<file path="config.mk">
export PLATFORM = sky130hd
export DESIGN_NAME = grab_trigger_qualifier
export DESIGN_NICKNAME = d
export VERILOG_FILES = /design/src/rtl/grab_trig_pkg.sv /design/src/rtl/trig_sync_edge.sv /design/src/rtl/grab_trigger_qualifier.sv
export SDC_FILE = /design/constraint.sdc
export NUM_CORES = 1
export LEC_CHECK = 0
export CAP_MARGIN = 20
export CORE_UTILIZATION = 48
export DETAILED_ROUTE_END_ITERATION = 16
export PLACE_DENSITY_LB_ADDON = 0.2
export SKIP_LAST_GASP = 1
export SYNTH_ARGS = -nofsm -noshare
export SYNTH_HDL_FRONTEND = slang
export SYNTH_SLANG_ARGS = --single-unit
export TNS_END_PERCENT = 5
</file>
<file path="constraint.sdc">
create_clock -name sys_clk -period 2.2 [get_ports sys_clk]
set_clock_uncertainty 0.05 [all_clocks]
set_input_delay 0.44 -clock sys_clk [delete_from_list [all_inputs] [get_ports sys_clk]]
set_output_delay 0.44 -clock sys_clk [all_outputs]
set_load 0.02 [all_outputs]
</file>
<file path="src/rtl/grab_trig_pkg.sv">
// -----------------------------------------------------------------------------
// grab_trig_pkg
// Shared encodings for the grab trigger qualifier:
//   - grab source (grab_mode) and hardware activation (trig_act) codes, kept
//     numerically identical to the verification core package;
//   - FSM state enum for grab_trigger_qualifier;
//   - helper telling whether an activation selects an edge (counted as an
//     event for rejection) rather than a level.
// -----------------------------------------------------------------------------
package grab_trig_pkg;

    // Grab source encodings. Codes 0 and 5-7 never trigger.
    localparam logic [2:0] GRAB_SRC_IMMEDIATE = 3'd1;
    localparam logic [2:0] GRAB_SRC_HW_TRIG   = 3'd2;
    localparam logic [2:0] GRAB_SRC_SW_TRIG   = 3'd3;
    localparam logic [2:0] GRAB_SRC_SFNC      = 3'd4;

    // Hardware activation encodings. Codes 5-7 never trigger.
    localparam logic [2:0] TRIG_ACT_RISING    = 3'd0;
    localparam logic [2:0] TRIG_ACT_FALLING   = 3'd1;
    localparam logic [2:0] TRIG_ACT_ANY       = 3'd2;
    localparam logic [2:0] TRIG_ACT_LEVEL_HI  = 3'd3;
    localparam logic [2:0] TRIG_ACT_LEVEL_LO  = 3'd4;

    typedef enum logic [2:0] {
        DISABLED = 3'd0,
        ARMED    = 3'd1,
        DELAY    = 3'd2,
        REQ      = 3'd3,
        BUSY     = 3'd4
    } grab_state_e;

    // Edge activations produce discrete trigger events; level activations
    // do not and are never counted as missed triggers.
    function automatic logic is_edge_act(input logic [2:0] act);
        return (act == TRIG_ACT_RISING) || (act == TRIG_ACT_FALLING) ||
               (act == TRIG_ACT_ANY);
    endfunction

endpackage

</file>
<file path="src/rtl/trig_sync_edge.sv">
// -----------------------------------------------------------------------------
// trig_sync_edge
// Brings the asynchronous hw_trig pin into sys_clk, optionally filters it,
// and produces one registered qualification strobe for the selected
// activation (edge or level).
//
// Configuration macro: GRAB_TRIG_DEBOUNCE_EN
//   defined   -> glitch filter after the synchronizer; the filtered level
//                follows the input only after DEB_CYCLES stable cycles.
//   undefined -> no filter.
//
// Ports:
//   sys_clk      in   clock
//   sys_reset_n  in   asynchronous active-low reset
//   hw_trig      in   asynchronous trigger pin
//   trig_act     in   [2:0] activation select (latched by the caller)
//   hw_qual      out  registered qualification strobe / level
// -----------------------------------------------------------------------------
module trig_sync_edge
    import grab_trig_pkg::*;
#(
    parameter int DEB_CYCLES = 8
) (
    input  logic       sys_clk,
    input  logic       sys_reset_n,
    input  logic       hw_trig,
    input  logic [2:0] trig_act,
    output logic       hw_qual
);

`ifdef GRAB_TRIG_DEBOUNCE_EN
    localparam bit DEB_EN = 1'b1;
`else
    localparam bit DEB_EN = 1'b0;
`endif

    logic r_sync1;
    logic r_sync2;
    logic r_hist;
    logic r_hw_qual;
    logic w_filt;
    logic w_rise;
    logic w_fall;
    logic w_qual;

    // NOTE: sequential state uses non-blocking (<=) so every flop samples the
    // pre-edge value of its neighbours; blocking here would collapse the
    // synchronizer chain into a single stage.
    always_ff @(posedge sys_clk or negedge sys_reset_n) begin
        if (!sys_reset_n) begin
            r_sync1 <= 1'b0;
            r_sync2 <= 1'b0;
        end else begin
            r_sync1 <= hw_trig;
            r_sync2 <= r_sync1;
        end
    end

    generate
        if (DEB_EN && (DEB_CYCLES > 0)) begin : g_deb
            localparam int CNT_W = $clog2(DEB_CYCLES + 1);
            logic             r_filt;
            logic [CNT_W-1:0] r_cnt;

            // The counter measures how long the synchronized input has
            // disagreed with the filtered level; any agreement restarts it.
            always_ff @(posedge sys_clk or negedge sys_reset_n) begin
                if (!sys_reset_n) begin
                    r_filt <= 1'b0;
                    r_cnt  <= '0;
                end else if (r_sync2 == r_filt) begin
                    r_cnt  <= '0;
                end else if (r_cnt == CNT_W'(DEB_CYCLES - 1)) begin
                    r_filt <= r_sync2;
                    r_cnt  <= '0;
                end else begin
                    r_cnt  <= r_cnt + CNT_W'(1);
                end
            end

            assign w_filt = r_filt;
        end else begin : g_no_deb
            assign w_filt = r_sync2;
        end
    endgenerate

    always_ff @(posedge sys_clk or negedge sys_reset_n) begin
        if (!sys_reset_n) begin
            r_hist    <= 1'b0;
            r_hw_qual <= 1'b0;
        end else begin
            r_hist    <= w_filt;
            r_hw_qual <= w_qual;
        end
    end

    assign w_rise = w_filt & ~r_hist;
    assign w_fall = ~w_filt & r_hist;

    // NOTE: the default assignment ahead of the case keeps this purely
    // combinational; without it the unlisted codes would infer a latch.
    always_comb begin
        w_qual = 1'b0;
        case (trig_act)
            TRIG_ACT_RISING:   w_qual = w_rise;
            TRIG_ACT_FALLING:  w_qual = w_fall;
            TRIG_ACT_ANY:      w_qual = w_rise | w_fall;
            TRIG_ACT_LEVEL_HI: w_qual = w_filt;
            TRIG_ACT_LEVEL_LO: w_qual = ~w_filt;
            default:           w_qual = 1'b0;
        endcase
    end

    assign hw_qual = r_hw_qual;

endmodule

</file>
<file path="src/rtl/grab_trigger_qualifier.sv">
// -----------------------------------------------------------------------------
// grab_trigger_qualifier
// Qualifies acquisition triggers and issues one grab request per accepted
// trigger. Triggers arriving while a grab is pending or running are rejected
// and counted.
//
// Configuration macro: GRAB_TRIG_DEBOUNCE_EN (hw_trig glitch filter, see
// trig_sync_edge).
//
// Ports:
//   sys_clk          in   clock
//   sys_reset_n      in   asynchronous active-low reset
//   grab_en          in   arms the block
//   grab_mode        in   [2:0] grab source
//   trig_act         in   [2:0] hardware activation
//   trig_delay       in   [DLY_W-1:0] cycles from qualification to request
//   hw_trig          in   asynchronous trigger pin
//   sw_trig          in   software trigger pulse
//   sfnc_trig        in   SFNC acquisition-start pulse
//   grab_ack         in   downstream accepted the request
//   grab_done        in   end of readout pulse
//   clr_stat         in   clears trig_overrun / trig_missed_cnt
//   grab_req         out  request, held until grab_ack
//   armed            out  high while waiting for a trigger
//   trig_overrun     out  sticky rejected-trigger flag
//   trig_missed_cnt  out  [MISS_W-1:0] saturating rejected-trigger count
// -----------------------------------------------------------------------------
module grab_trigger_qualifier
    import grab_trig_pkg::*;
#(
    parameter int DLY_W      = 24,
    parameter int MISS_W     = 16,
    parameter int DEB_CYCLES = 8
) (
    input  logic              sys_clk,
    input  logic              sys_reset_n,
    input  logic              grab_en,
    input  logic [2:0]        grab_mode,
    input  logic [2:0]        trig_act,
    input  logic [DLY_W-1:0]  trig_delay,
    input  logic              hw_trig,
    input  logic              sw_trig,
    input  logic              sfnc_trig,
    input  logic              grab_ack,
    input  logic              grab_done,
    input  logic              clr_stat,
    output logic              grab_req,
    output logic              armed,
    output logic              trig_overrun,
    output logic [MISS_W-1:0] trig_missed_cnt
);

    grab_state_e       r_state;
    grab_state_e       w_state_nxt;
    logic [2:0]        r_mode;
    logic [2:0]        r_act;
    logic [DLY_W-1:0]  r_dly_cnt;
    logic              r_grab_req;
    logic              r_armed;
    logic              r_overrun;
    logic [MISS_W-1:0] r_missed;

    logic w_hw_qual;
    logic w_trig_qual;
    logic w_trig_event;
    logic w_reject;

    trig_sync_edge #(
        .DEB_CYCLES (DEB_CYCLES)
    ) u_trig_sync_edge (
        .sys_clk     (sys_clk),
        .sys_reset_n (sys_reset_n),
        .hw_trig     (hw_trig),
        .trig_act    (r_act),
        .hw_qual     (w_hw_qual)
    );

    // Source and activation are frozen on arming so a reconfiguration can
    // only take effect after the block has been disabled again.
    always_ff @(posedge sys_clk or negedge sys_reset_n) begin
        if (!sys_reset_n) begin
            r_mode <= 3'd0;
            r_act  <= TRIG_ACT_RISING;
        end else if ((r_state == DISABLED) && grab_en) begin
            r_mode <= grab_mode;
            r_act  <= trig_act;
        end
    end

    // Qualification drives ARMED forward; "event" is the subset that counts
    // as a discrete trigger when rejected (IMMEDIATE and levels excluded).
    // Only the selected source produces events.
    always_comb begin
        w_trig_qual  = 1'b0;
        w_trig_event = 1'b0;
        case (r_mode)
            GRAB_SRC_IMMEDIATE: w_trig_qual = 1'b1;
            GRAB_SRC_HW_TRIG: begin
                w_trig_qual  = w_hw_qual;
                w_trig_event = w_hw_qual && is_edge_act(r_act);
            end
            GRAB_SRC_SW_TRIG: begin
                w_trig_qual  = sw_trig;
                w_trig_event = sw_trig;
            end
            GRAB_SRC_SFNC: begin
                w_trig_qual  = sfnc_trig;
                w_trig_event = sfnc_trig;
            end
            default: ;
        endcase
    end

    always_comb begin
        w_state_nxt = r_state;
        case (r_state)
            DISABLED: if (grab_en) w_state_nxt = ARMED;
            ARMED: begin
                if (!grab_en)         w_state_nxt = DISABLED;
                else if (w_trig_qual) w_state_nxt = (trig_delay != '0) ? DELAY : REQ;
            end
            DELAY: begin
                if (!grab_en)                      w_state_nxt = DISABLED;
                else if (r_dly_cnt == DLY_W'(1))   w_state_nxt = REQ;
            end
            // A same-cycle grab_done is dropped here; only grab_ack counts.
            REQ:  if (grab_ack) w_state_nxt = BUSY;
            BUSY: if (grab_done) w_state_nxt = grab_en ? ARMED : DISABLED;
            default: w_state_nxt = DISABLED;
        endcase
    end

    // armed and grab_req are decoded from the next state so they change on
    // the same edge as the state register, glitch-free and without lag.
    always_ff @(posedge sys_clk or negedge sys_reset_n) begin
        if (!sys_reset_n) begin
            r_state    <= DISABLED;
            r_armed    <= 1'b0;
            r_grab_req <= 1'b0;
        end else begin
            r_state    <= w_state_nxt;
            r_armed    <= (w_state_nxt == ARMED);
            r_grab_req <= (w_state_nxt == REQ);
        end
    end

    // The counter reloads every ARMED cycle and then counts down in DELAY;
    // the exit at 1 gives exactly trig_delay cycles spent in DELAY.
    always_ff @(posedge sys_clk or negedge sys_reset_n) begin
        if (!sys_reset_n) begin
            r_dly_cnt <= '0;
        end else if (r_state == ARMED) begin
            r_dly_cnt <= trig_delay;
        end else if (r_state == DELAY) begin
            r_dly_cnt <= r_dly_cnt - DLY_W'(1);
        end
    end

    assign w_reject = w_trig_event &&
                      ((r_state == DELAY) || (r_state == REQ) || (r_state == BUSY));

    always_ff @(posedge sys_clk or negedge sys_reset_n) begin
        if (!sys_reset_n) begin
            r_overrun <= 1'b0;
            r_missed  <= '0;
        end else if (clr_stat) begin
            r_overrun <= 1'b0;
            r_missed  <= '0;
        end else if (w_reject) begin
            r_overrun <= 1'b1;
            if (r_missed != '1) r_missed <= r_missed + MISS_W'(1);
        end
    end

    assign grab_req        = r_grab_req;
    assign armed           = r_armed;
    assign trig_overrun    = r_overrun;
    assign trig_missed_cnt = r_missed;

endmodule

</file>
==> flow_summary_export.csv <==
group,metric,value,unit
critical_path,cp_cell_sequence,"or4_4 -> nor4_4 -> buf_4 -> nand2_4 -> or4_4 -> nand3_2",
synth,synth-compound-area-share,19.5,%
detailed_routing,avgRoutedWirePerCell,16.2,µm
die,die_area,6940,µm²
grt,gr-usage-met2,40.6,%
critical_path,end_kind,"flip-flop",
synth,async_reset_ff_share,100,%
grt,use_met3,3.98,%
timing,worstMarginPinSlew,0.646,ns
placed_design,dp_cells,486,
run_status,status,"finished, violations left",
clock_tree,clockBufferDepth,2,
clock_tree,cts.sinks,56,
critical_path,slowest_stage,"or4_4",
synth,ys_seq_elements,56,
timing,fin_ws,-0.0651,ns
power_and_ir_drop,irDropWorstVdd,0.000638,V
grt,grt_pass1_vias,2824,
flow_run,maxCapViolCount,0,
critical_path,cp-start-kind,"flip-flop",
clock_tree,cts.reportedPaths.clkPinSlew,0.10,ns
timing,finalHoldViolCount,0,
finish,final_cells,502,
timing,rsz0062_at_grt,"yes",
detailed_routing,vias_per_cell,6.12,
critical_path,slowest_delay,0.57,ns
die,fp.dieH,83.3,µm
placed_design,place_congestion,0.891,
detailed_routing,dr.first_iter.drc_count,272,
power_and_ir_drop,totalPowerFinal,4.23,mW
grt,grt_overflow,0,
power_and_ir_drop,power-per-cell-area,1000,nW/µm²
synth,muxShareOfSynthArea,1.78,%
finish,fin_util,66.6,%
power_and_ir_drop,pwr-share-clk,16.1,%
die,fp.coreArea,6350,µm²
die,start_util,50.0,%
synth,syn_avg_cell_area,9.38,µm²
critical_path,path_class,"reg -> reg",
grt,grt_max_degree,57,
timing,slew_viol_final,0,
synth,ys.flop_type,"dfrtp_1",
clock_tree,cts_tree,"built",
synth,yosysUniqueCellTypes,56,
timing,final.min_clock_period,2.27,ns
critical_path,worstPathRequired,2.40,ns
synth,syn_nets,382,
die,ios,58,
timing,whs,0.0640,ns
timing,setup-tns-final,-0.122,ns
detailed_routing,firstDrtPassIters,5,
detailed_routing,wirelength,8130,µm
grt,met1_usage,32.5,%
clock_tree,root_buffer,"clkbuf_8",
synth,synth_xor_area_share,0.276,%
synth,syn_area,3170,µm²
synth,synth_cells,338,
synth,synth-seq-area-share,44.2,%
finish,area_growth,33.4,%
die,row_count,29,
run_status,violations,"setup timing",
critical_path,cp_max_fo,5,
timing,fmaxAchievable,441,MHz
synth,ys_warn_count,0,
grt,grt.busiest_layer,"met2",
min_path,min_path_type,"in -> async",
critical_path,crit_path_frequent_cell,"or4_4",
detailed_routing,ant_nets,0,
grt,grt_pass1_wl,13700,µm
synth,synth-adder-area-share,1.97,%
power_and_ir_drop,power.leakage,1.68,nW
power_and_ir_drop,p_seq_share,40.8,%
critical_path,worstPathArrival,2.47,ns
power_and_ir_drop,internal-power,2.59,mW
power_and_ir_drop,comb_power_share,43.1,%
detailed_routing,drc_errors,0,
detailed_routing,vias,3073,
critical_path,path_delay_family,"simple AND/OR/NAND/NOR gates",
synth,synth_edf_count,0,
grt,grtUsageTotal,24.2,%
finish,final_net_count,468,
grt,antenna_found_initial,0,
clock_tree,cts_max_level,2,
synth,synthSimpleGateAreaFrac,28.7,%
die,die_x,83.3,µm
synth,synth_top_family_by_area,"simple AND/OR/NAND/NOR gates",
clock_tree,clock_latency,0.31,ns
timing,setup_viol,5,
finish,final_layout_size_suffix_gt1_share,17.4,%
timing,relSlewSlack,56.8,%
timing,finalCritPeriodShare,103,%
finish,n_antenna_cell,0,
placed_design,dp_hpwl,5860,µm
clock_tree,numCtsBuffers,5,
critical_path,critPathBufInv,1,
power_and_ir_drop,switching_share,38.7,%
power_and_ir_drop,power_switching,1.64,mW
critical_path,reg2reg_slack,-0.07,ns
placed_design,io_buffers,57,
area by class of cell:
cell class,count,area [µm²]
Inverter,10,37.5
Clock buffer,5,68.8
Clock inverter,3,42.5
Multi-Input combinational cell,255,1710
Sequential cell,56,1400
Fill cell,532,2120
Timing Repair Buffer,96,871
Tap cell,77,96.3
flip-flops by register name, summed over array words and instances (netlist names):
signal                    flops
u_trig_sync_edge.r_sync1      1
u_trig_sync_edge.hw_qual      1
r_mode                        3
r_act                         3
r_dly_cnt                    24
r_state                       3
u_trig_sync_edge.r_sync2      1
trig_missed_cnt              16
armed                         1
u_trig_sync_edge.r_hist       1
grab_req                      1
trig_overrun                  1
kinds of logic (layout without fill, tap and decap cells):
family,count (synthesis),after routing
adder cells (fa/ha/maj),5,5
AND/OR/NAND/NOR,151,151
flip-flops,56,56
XOR/XNOR,1,1
AO/OA/AOI/OAI,93,93
buffers and inverters,27,114
multiplexers,5,5
cell usage in the layout (no fill, tap or decap), drive strengths merged, types with 11 or more instances in the layout:
cell,n
a21oi,26
clkdlybuf4s50,56
o21ai,15
buf,40
dfrtp,56
nand2,39
nor4,12
nor2,18
o31ai,13
nand3,15
or4,16
o211ai,11
Yosys cell counts, drive strengths merged, types with 3 or more instances:
| master | count | share of area (%) |
|---|---|---|
| dfrtp | 56 | 44 |
| nand2 | 39 | 4.7 |
| a21oi | 26 | 4.1 |
| nor2 | 18 | 2.2 |
| or4 | 16 | 4.0 |
| nand3 | 15 | 2.5 |
| o21ai | 15 | 2.4 |
| o31ai | 13 | 3.1 |
| nor4 | 12 | 3.3 |
| clkbuf | 11 | 1.3 |
| o211ai | 11 | 2.6 |
| inv | 10 | 1.2 |
| nor3 | 10 | 2.1 |
| o311ai | 7 | 1.9 |
| buf | 6 | 1.1 |
| ha | 5 | 2.0 |
| mux2 | 5 | 1.8 |
| nor2b | 5 | 0.99 |
| nor3b | 5 | 1.3 |
| or3 | 5 | 0.99 |
| a221o | 4 | 1.3 |
| a22oi | 4 | 0.95 |
| and3 | 4 | 0.79 |
| nand4 | 4 | 0.79 |
| a31oi | 3 | 0.59 |
| and2 | 3 | 0.59 |
| and4 | 3 | 0.83 |
| nor4bb | 3 | 0.95 |
power groups by stage:
| stage | clock [mW] | combinational (mW) | sequential (mW) |
|---|---|---|---|
| final | 0.681 | 1.83 | 1.72 |
| after global routing | 0.733 | 2.02 | 1.77 |
| after CTS | 0.698 | 1.74 | 1.70 |
| after detailed placement | 0 | 1.72 | 1.72 |
| after global placement | 0 | 1.67 | 1.70 |
| after floorplan | 0 | 1.12 | 1.67 |
routing by layer:
layer / wire length (µm) / share of wire (%) / vias to the layer above
met1: 3680 / 45 / 1498
met3: 399 / 4.9 / 11
met2: 3950 / 49 / 91
met5: 0 / 0 / -
li1: - / - / 1473
met4: 111 / 1.4 / 0
final timing paths:
kind / from / endpoint / cells after the start
hold / removal: sys_reset_n / trig_missed_cnt[9]$_DFFE_PN0P_ / 2
hold reg to reg: u_trig_sync_edge.r_sync1$_DFF_PN0_ / u_trig_sync_edge.r_sync2$_DFF_PN0_ / 0
setup / recovery: r_dly_cnt[3]$_DFFE_PN0P_ / r_dly_cnt[11]$_DFFE_PN0P_ / 6
max in group asynchronous: sys_reset_n / r_dly_cnt[3]$_DFFE_PN0P_ / 2
min in group sys_clk: u_trig_sync_edge.r_sync1$_DFF_PN0_ / u_trig_sync_edge.r_sync2$_DFF_PN0_ / 0
setup reg to reg: r_dly_cnt[3]$_DFFE_PN0P_ / r_dly_cnt[11]$_DFFE_PN0P_ / 6
metrics by stage:
step	instance area [µm²]	setup WS, ns
2_1_floorplan	3170	0.0812
3_3_place_gp	4000	-0.411
3_5_place_dp	4000	-0.447
4_1_cts	4130	-0.0265
5_1_grt	4230	-0.132
6_report	4230	-0.0651
timing repair:
action	CTS	global route
setup buffers	0	8
hold endpoints to repair	0	0
endpoints found under the setup margin	17	26
pin swaps	0	6
hold buffers	0	0
resized for setup	3	8
Power figures use the tool's default switching activity.
